===== src/rtl/wb_gpr_port_arb_pkg.sv =====
// Shared constants and helpers for the GPR writeback port arbiter.
// Latency: n/a (declarations only).
// Backpressure: n/a.
package wb_gpr_port_arb_pkg;

  localparam int GPR_NAME_W  = 5;
  localparam int GPR_DATA_W  = 32;
  localparam int WB_NR_PORTS = 2;
  localparam int WAIT_CNT_W  = 4;

  // Saturating increment for the per-requester wait counters.
  function automatic logic [WAIT_CNT_W-1:0] sat_inc(input logic [WAIT_CNT_W-1:0] c);
    return (c == {WAIT_CNT_W{1'b1}}) ? c : c + {{(WAIT_CNT_W-1){1'b0}}, 1'b1};
  endfunction

endpackage


===== src/rtl/wb_gpr_pick.sv =====
// Find-first eligible requester, optionally skipping one excluded register name.
// Latency: purely combinational.
// Backpressure: none; the caller gates the resulting grant.
module wb_gpr_pick
  import wb_gpr_port_arb_pkg::*;
#(
  parameter int NREQ  = 3,
  parameter int IDX_W = (NREQ > 1) ? $clog2(NREQ) : 1
) (
  input  logic [NREQ-1:0]            cand,
  input  logic [NREQ*GPR_NAME_W-1:0] names,
  input  logic                       excl_en,
  input  logic [GPR_NAME_W-1:0]      excl_name,
  output logic [NREQ-1:0]            gnt,
  output logic [IDX_W-1:0]           idx,
  output logic                       found
);

  // Lowest index wins: index order is program order (0 is the oldest).
  always_comb begin
    gnt   = '0;
    idx   = '0;
    found = 1'b0;
    for (int i = 0; i < NREQ; i++) begin
      if (!found && cand[i] &&
          !(excl_en && (names[i*GPR_NAME_W +: GPR_NAME_W] == excl_name))) begin
        gnt[i] = 1'b1;
        idx    = i[IDX_W-1:0];
        found  = 1'b1;
      end
    end
  end

endmodule


===== src/rtl/wb_gpr_port_arb.sv =====
// Shares the two GPR write ports among NREQ writeback requesters, keeping WAW order.
// Latency: accepted in cycle N -> put_gpr_a/b strobe in cycle N+1 for one cycle.
// Backpressure: combinational req_ready; requester holds until ready. Optional stats: WB_ARB_STATS_EN.
module wb_gpr_port_arb
  import wb_gpr_port_arb_pkg::*;
#(
  parameter int NREQ         = 3,
  parameter int STARVE_LIMIT = 15
) (
  input  logic                       clk,
  input  logic                       reset,
  input  logic [NREQ-1:0]            req_valid,
  input  logic [NREQ*GPR_NAME_W-1:0] req_name,
  input  logic [NREQ*GPR_DATA_W-1:0] req_data,
  output logic [NREQ-1:0]            req_ready,
  input  logic                       port_b_disable,
  input  logic                       flush,
  output logic                       put_gpr_a,
  output logic [GPR_NAME_W-1:0]      put_gpr_a_name,
  output logic [GPR_DATA_W-1:0]      put_gpr_a_data,
  output logic                       put_gpr_b,
  output logic [GPR_NAME_W-1:0]      put_gpr_b_name,
  output logic [GPR_DATA_W-1:0]      put_gpr_b_data,
`ifdef WB_ARB_STATS_EN
  output logic [31:0]                stat_dual,
  output logic [31:0]                stat_conflict,
  output logic [31:0]                stat_stall,
`endif
  output logic [NREQ-1:0]            starved
);

  localparam int IDX_W = (NREQ > 1) ? $clog2(NREQ) : 1;
  localparam logic [WAIT_CNT_W-1:0] STARVE_LIM = WAIT_CNT_W'(STARVE_LIMIT);

  logic [NREQ-1:0]       waw_blk;
  logic [NREQ-1:0]       gnt_a, gnt_b;
  logic [IDX_W-1:0]      idx_a, idx_b;
  logic                  found_a, found_b;
  logic                  arb_en, b_en, grant_a, grant_b;
  logic [GPR_NAME_W-1:0] name_a, name_b;
  logic [GPR_DATA_W-1:0] data_a, data_b;
  logic [WAIT_CNT_W-1:0] wait_cnt [NREQ];

  // A requester is blocked while an older valid requester targets the same register.
  always_comb begin
    waw_blk = '0;
    for (int i = 0; i < NREQ; i++) begin
      for (int j = 0; j < NREQ; j++) begin
        if (j < i && req_valid[j] &&
            (req_name[j*GPR_NAME_W +: GPR_NAME_W] == req_name[i*GPR_NAME_W +: GPR_NAME_W]))
          waw_blk[i] = 1'b1;
      end
    end
  end

  wb_gpr_pick #(.NREQ(NREQ), .IDX_W(IDX_W)) u_pick_a (
    .cand      (req_valid),
    .names     (req_name),
    .excl_en   (1'b0),
    .excl_name ({GPR_NAME_W{1'b0}}),
    .gnt       (gnt_a),
    .idx       (idx_a),
    .found     (found_a)
  );

  // Port B: younger than A, not WAW-blocked, and not writing A's register.
  wb_gpr_pick #(.NREQ(NREQ), .IDX_W(IDX_W)) u_pick_b (
    .cand      (req_valid & ~gnt_a & ~waw_blk),
    .names     (req_name),
    .excl_en   (found_a),
    .excl_name (name_a),
    .gnt       (gnt_b),
    .idx       (idx_b),
    .found     (found_b)
  );

  assign arb_en    = !reset && !flush;
  assign b_en      = arb_en && !port_b_disable;
  assign grant_a   = found_a && arb_en;
  assign grant_b   = found_b && b_en;
  assign req_ready = (gnt_a & {NREQ{arb_en}}) | (gnt_b & {NREQ{b_en}});

  // One-hot muxes selecting the granted name/data for each port.
  always_comb begin
    name_a = '0;
    data_a = '0;
    name_b = '0;
    data_b = '0;
    for (int i = 0; i < NREQ; i++) begin
      if (gnt_a[i]) begin
        name_a = req_name[i*GPR_NAME_W +: GPR_NAME_W];
        data_a = req_data[i*GPR_DATA_W +: GPR_DATA_W];
      end
      if (gnt_b[i]) begin
        name_b = req_name[i*GPR_NAME_W +: GPR_NAME_W];
        data_b = req_data[i*GPR_DATA_W +: GPR_DATA_W];
      end
    end
  end

  // Output registers reload every cycle; fields are zeroed when the port is idle.
  always_ff @(posedge clk) begin
    if (reset) begin
      put_gpr_a      <= 1'b0;
      put_gpr_a_name <= '0;
      put_gpr_a_data <= '0;
      put_gpr_b      <= 1'b0;
      put_gpr_b_name <= '0;
      put_gpr_b_data <= '0;
    end else begin
      put_gpr_a      <= grant_a;
      put_gpr_a_name <= grant_a ? name_a : '0;
      put_gpr_a_data <= grant_a ? data_a : '0;
      put_gpr_b      <= grant_b;
      put_gpr_b_name <= grant_b ? name_b : '0;
      put_gpr_b_data <= grant_b ? data_b : '0;
    end
  end

  // Wait counters and sticky starvation flags; flush clears counters but not flags.
  always_ff @(posedge clk) begin
    if (reset) begin
      starved <= '0;
      for (int i = 0; i < NREQ; i++) wait_cnt[i] <= '0;
    end else begin
      for (int i = 0; i < NREQ; i++) begin
        if (flush) begin
          wait_cnt[i] <= '0;
        end else if (req_valid[i] && !req_ready[i]) begin
          wait_cnt[i] <= sat_inc(wait_cnt[i]);
          if (sat_inc(wait_cnt[i]) == STARVE_LIM) starved[i] <= 1'b1;
        end else begin
          wait_cnt[i] <= '0;
        end
      end
    end
  end

`ifdef WB_ARB_STATS_EN
  // Free-running wrapping event counters, cleared only by reset.
  always_ff @(posedge clk) begin
    if (reset) begin
      stat_dual     <= '0;
      stat_conflict <= '0;
      stat_stall    <= '0;
    end else begin
      if (grant_b)                          stat_dual     <= stat_dual + 32'd1;
      if (arb_en && |(req_valid & waw_blk)) stat_conflict <= stat_conflict + 32'd1;
      if (|(req_valid & ~req_ready))        stat_stall    <= stat_stall + 32'd1;
    end
  end
`endif

endmodule


===== config.mk =====
export PLATFORM = sky130hd
export DESIGN_NAME = wb_gpr_port_arb
export DESIGN_NICKNAME = d
export VERILOG_FILES = /design/src/rtl/wb_gpr_port_arb_pkg.sv /design/src/rtl/wb_gpr_pick.sv /design/src/rtl/wb_gpr_port_arb.sv
export SDC_FILE = /design/constraint.sdc
export NUM_CORES = 1
export LEC_CHECK = 0
export ABC_AREA = 1
export CORE_MARGIN = 10
export CORE_UTILIZATION = 30
export CTS_BUF_LIST = sky130_fd_sc_hd__clkbuf_4 sky130_fd_sc_hd__clkbuf_8 sky130_fd_sc_hd__clkbuf_16
export CTS_CLUSTER_SIZE = 25
export DETAILED_ROUTE_END_ITERATION = 7
export PLACE_DENSITY = 0.63
export SYNTH_ARGS = -nofsm -noshare
export SYNTH_HDL_FRONTEND = slang
export SYNTH_SLANG_ARGS = --single-unit

===== constraint.sdc =====
create_clock -name clk -period 1.76 [get_ports clk]
set_input_delay 0.352 -clock clk [delete_from_list [all_inputs] [get_ports clk]]
set_output_delay 0.352 -clock clk [all_outputs]
set_load 0.05 [all_outputs]

* Yosys cells after proc, flatten, opt, wreduce, memory -nomap -nowiden *
Memory sizes are Yosys's and may differ from the RTL's.
Cells that the tools add are included.
W data, S select, Z words.

word-level totals
  register bits after elaboration = 79
  memory bits (writable) = 12
  bits of input ports = 118
  memories kept = 1

memory list
  memory    words  bits a word  rd ports  clocked after memory_dff  wr ports  line                   source
  wait_cnt  3      4            3         0                         3         wb_gpr_port_arb.sv:42  logic [WAIT_CNT_W-1:0] wait_cnt [NREQ];

cells by class
  add/sub/neg operators = 3
  equal/unequal tests = 12
  multiplexer cells = 66
  bitwise operators = 19
  reductions and logical operators = 38

operator list
  operator               count
  $mux W32               6
  $mux W4                12
  $mux W1                42
  $eq A5 B5 Y1           6
  $mux W5                6
  $eq A4 B4 Y1 const B   6
  $logic_and A1 B1 Y1    20
  $logic_not A1 Y1       13
  $add A4 B1 Y4 const B  3
  $and A3 B3 Y3          4
  $or A1 B1 Y1           9
  $reduce_and A3 Y1      3
  $not A3 Y3             2
  $reduce_or A2 Y1       2
  $not A1 Y1             3
  $or A3 B3 Y3           1

* Logic depth before layout (Yosys ltp) *
  depth after elaboration = 31
  gate-level depth with buffers = 11
  gate-level depth less buffers = 10

* Modules after synthesis *
Synthesis repeated with hierarchy kept, for this count alone.

unflattened totals
  cell total of the unflattened synthesis = 761
  area, all modules = 5,147.4 um2

modules (own cells, without submodules)
  module           times used  cells each  area each (um2)  seq. area each (um2)
  wb_gpr_port_arb  1           601         4,501.8          1,941.9
  wb_gpr_pick      2           80          322.8            0.0

* Worst setup path after synthesis *
OpenSTA, ideal clock, no wires.

  kind = input port to output port
  start = input port req_valid[0]
  end = output port req_ready[2]
  arrival = 1.326 ns
  path slack = 0.082 ns
  stages = 8
  cell sequence = buf_4 > inv_2 > a21oi_1 > nand3_1 > nor2_2 > nor2_1 > nand3_1 > nand2_1

on the way
  cells in the longest elaborated chain, start to end = 23
  elaborated cells on any way between the ends = 43
  classes of those cells = eq/ne (3); mux (14); bitwise (7); reduce/logical (19)

RTL lines
  item                               line                   source
  from (decl)                        wb_gpr_port_arb.sv:12  input logic [NREQ-1:0] req_valid,
  $mux W1                            wb_gpr_pick.sv:25      if (!found && cand[i] &&
  $logic_not A1 Y1                   wb_gpr_pick.sv:25
  $logic_and A1 B1 Y1                wb_gpr_pick.sv:25
  $mux W1                            wb_gpr_pick.sv:25
  $logic_not A1 Y1                   wb_gpr_pick.sv:25
  $logic_and A1 B1 Y1                wb_gpr_pick.sv:25
  $mux W1                            wb_gpr_pick.sv:25
  $mux W5                            wb_gpr_port_arb.sv:90  if (gnt_a[i]) begin
  [... 5 more ...]                   n/a
  $logic_not A1 Y1                   wb_gpr_pick.sv:25
  $logic_and A1 B1 Y1 (2 in series)  wb_gpr_pick.sv:25
  $mux W1                            wb_gpr_pick.sv:25
  $logic_not A1 Y1                   wb_gpr_pick.sv:25
  $logic_and A1 B1 Y1 (2 in series)  wb_gpr_pick.sv:25
  $mux W1                            wb_gpr_pick.sv:25
  $and A3 B3 Y3                      wb_gpr_port_arb.sv:81  assign req_ready = (gnt_a & {NREQ{arb_en}}) | (gnt_b & {NREQ{b_en}});
  $or A3 B3 Y3 *                     wb_gpr_port_arb.sv:81
  to (decl)                          wb_gpr_port_arb.sv:15  output logic [NREQ-1:0] req_ready,

Every way passes the cells marked *; elsewhere a longest branch is shown, timed or not.

* Final worst setup path *
  start = input port req_name[12]
  end = register put_gpr_a_name[2]

on the way
  cells in the longest elaborated chain, start to end = 1

RTL lines
  item                  line                    source
  from (decl)           wb_gpr_port_arb.sv:13   input logic [NREQ*GPR_NAME_W-1:0] req_name,
  $mux W5               wb_gpr_port_arb.sv:90
  to (signal assigned)  wb_gpr_port_arb.sv:112  put_gpr_a_name <= grant_a ? name_a : '0;
  to (decl)             wb_gpr_port_arb.sv:19   output logic [GPR_NAME_W-1:0] put_gpr_a_name,

No other way between the ends.
A chain may end at the register's enable or synchronous reset.

==> summary.md <==
| Metric | Value |
|---|---|
| Outcome | `complete, no violations` |
| Final setup fails | `0` |
| Total GRT Usage | `16.8%` |
| Max Root-Sink Buffers | `2` |
| Critical path fanouts, max | `4` |
| Clock Skew | `0.00226 ns` |
| Area added between synthesis and finish | `74.6%` |
| Routed wire length | `16000 µm` |
| Wire per inst | `16.6 µm` |
| Design area | `6850 µm²` |
| Ports | `200` |
| # diodes | `0` |
| Minimum clock period | `1.73 ns` |
| First-pass GRT wire length | `24000 µm` |
| Gr ovfl total | `0` |
| Reg-to-reg setup timing slack | `0.07 ns` |
| Hold Path Class | `in -> reg` |
| CTS Buf Count | `9` |
| Clock Latency Late Sink | `0.35 ns` |
| Number of synthesis warnings | `0` |
| Worst hold slack | `0.297 ns` |
| Max Slew Vio Count | `0` |
| Via count | `4479` |
| Hold depth | `3` |
| Setup TNS | `0 ns` |
| Distinct cells, synth | `30` |
| Mean Syn Cell Area | `7.53 µm²` |
| Max-capacitance violation count | `0` |
| Die area | `18000 µm²` |
| CP Launch Type | `input pin` |
| Die Span Y | `134 µm` |
| Power Density | `774 nW/µm²` |
| Residual DRC | `0` |
| Initial antenna violation count | `0` |
| Crit Path Class | `in -> reg` |
| Num Clock Sinks | `91` |
| Layout cells sized above 1 | `29.4%` |
| Final Hold Fails | `0` |
| Largest cells by area after synthesis | `dfxtp_1, nand2_1, edfxtp_1, a21oi_1, a31oi_1` |
| Design Power | `5.30 mW` |
| DR iter-0 viols | `237` |
| CTS Root Cell | `clkbuf_16` |
| FF+latch count, synth | `91` |
| GP Congestion | `0.827` |
| Peak VDD IR | `559 µV` |
| DP Area | `6240 µm²` |
| Seq/Total Area, Yosys | `49.5%` |
| Hold Buf Count CTS | `0` |
| Synth Instances | `521` |
| FF-to-FF path depth | `10` |
| Vias per cell | `4.65` |
| CTS tree | `built` |
| LEAKAGE | `3.00 nW` |
| Critical Path AT | `1.98 ns` |
| CP endpoint kind | `register` |
| Largest net degree at the start of global routing | `30` |
| Period utilization | `98.1%` |
| Final #Nets | `908` |
| FMAX | `0.579 GHz` |
| Rows | `41` |
| Post-route ant nets | `0` |
| HPWL Detailed | `11800 µm` |
| Required time of the critical path | `2.01 ns` |
| CTS clk-pin slew, worst paths | `0.07 ns` |
| Post-synth top area cell | `dfxtp_1` |
| Htree depth | `3` |
| Placeable Area | `12700 µm²` |
| Port Buffers | `199` |
| DRT Pass-1 Iters | `6` |
| Initial Util | `30.8%` |
| Synth Cell Area | `3920 µm²` |
| Vias in the first global route | `4460` |
| Final core utilization | `53.8%` |
| Post-synth top area share | `40.3%` |
| Die X | `134 µm` |
-- cell usage in the layout, fill, tap and decap left out, types with 5 or more instances in the layout --
master	count
clkbuf_16	10
buf_4	136
buf_6	6
nand2_1	201
a21oi_2	10
a31oi_1	32
conb_1	16
o21ai_0	5
buf_2	13
edfxtp_1	12
nand2_2	9
inv_2	10
nand3_1	8
dfxtp_1	79
clkdlybuf4s50_1	97
xor2_1	5
a21oi_1	36
nor2_1	18
buf_12	6
inv_1	27
-- sequential cells by signal, summed over array words and instances, names as in the netlist --
| name | count |
|---|---|
| put_gpr_a_data | 32 |
| put_gpr_b_data | 32 |
| wait_cnt | 12 |
| put_gpr_a_name | 5 |
| put_gpr_b_name | 5 |
| starved | 3 |
| put_gpr_a | 1 |
| put_gpr_b | 1 |
-- critical path, cell delays in order --
cell      delay, ns
buf_4          0.11
inv_2          0.04
buf_4          0.13
buf_4          0.12
buf_4          0.12
buf_4          0.12
buf_4          0.13
buf_4          0.13
buf_4          0.12
buf_4          0.12
buf_4          0.12
buf_4          0.12
a221oi_2       0.24
-- through the flow --
step | setup WS (ns) | instances
6_report | 0.0332 | 964
5_1_grt | -0.0191 | 964
4_1_cts | 0.000354 | 958
3_5_place_dp | -0.419 | 924
3_3_place_gp | -0.406 | 924
2_1_floorplan | 0.0818 | 535
-- cell type report --
class	count	area (µm²)
inverter	39	149
fill	1215	5870
clock inverter	4	51.3
timing repair buffer	268	2360
multi-input combinational	378	1880
tap	172	215
clock buffer	12	254
sequential	91	1940
-- power by group --
| part | switching, mW | leakage [nW] | internal (mW) |
|---|---|---|---|
| clock network | 0.815 | 0.150 | 1.17 |
| registers | 0.0257 | 0.763 | 2.17 |
| logic | 0.602 | 2.09 | 0.514 |
| total | 1.44 | 3.00 | 3.86 |
-- final timing paths --
kind	end	startpoint
setup reg to reg	starved[1]	wait_cnt[1][0]
setup / recovery	put_gpr_a_name[2]	req_name[12]
hold / removal	put_gpr_b_name[1]	req_name[11]
hold reg to reg	starved[0]	starved[0]
-- metal layers --
| metal | vias to the layer above | routed length, µm | track usage (%) |
|---|---|---|---|
| met4 | 0 | 431 | 7.74 |
| li1 | 2201 | - | - |
| met3 | 29 | 1370 | 5.38 |
| met1 | 2036 | 6530 | 19.4 |
| met2 | 213 | 7640 | 27.6 |
| met5 | - | 0 | 0 |
-- cell families (layout without fill, tap and decap cells) --
logic type	after synthesis	after routing	synth area share, %
other	2	16	0.192
buffers and inverters	66	323	7.63
xor gates and xnor gates	9	9	2.01
and+or+nand+nor	255	255	25.5
DFF	91	91	49.5
adders and majority gates	3	3	0.957
AOI/OAI and AO/OA	95	95	14.2
-- synth_stat cells, drive strengths merged --
cell	number
dfxtp	79
nand2	212
nor2	26
xnor2	4
a2111o	1
a31oi	32
ha	3
clkbuf	11
a211oi	2
edfxtp	12
o21ai	9
inv	38
nand3	11
nor3	2
a21oi	46
clkinv	1
buf	16
conb	2
nand4	4
a221oi	5
xor2	5
-- what timing repair did --
| action | in CTS | in global routing |
|---|---|---|
| buffers inserted | 18 | 4 |
| setup endpoints to repair | 33 | 41 |
| gates cloned | 0 | 2 |
| resized for setup | 77 | 53 |
| pin swaps | 18 | 23 |
Power figures use the tool's default switching activity.
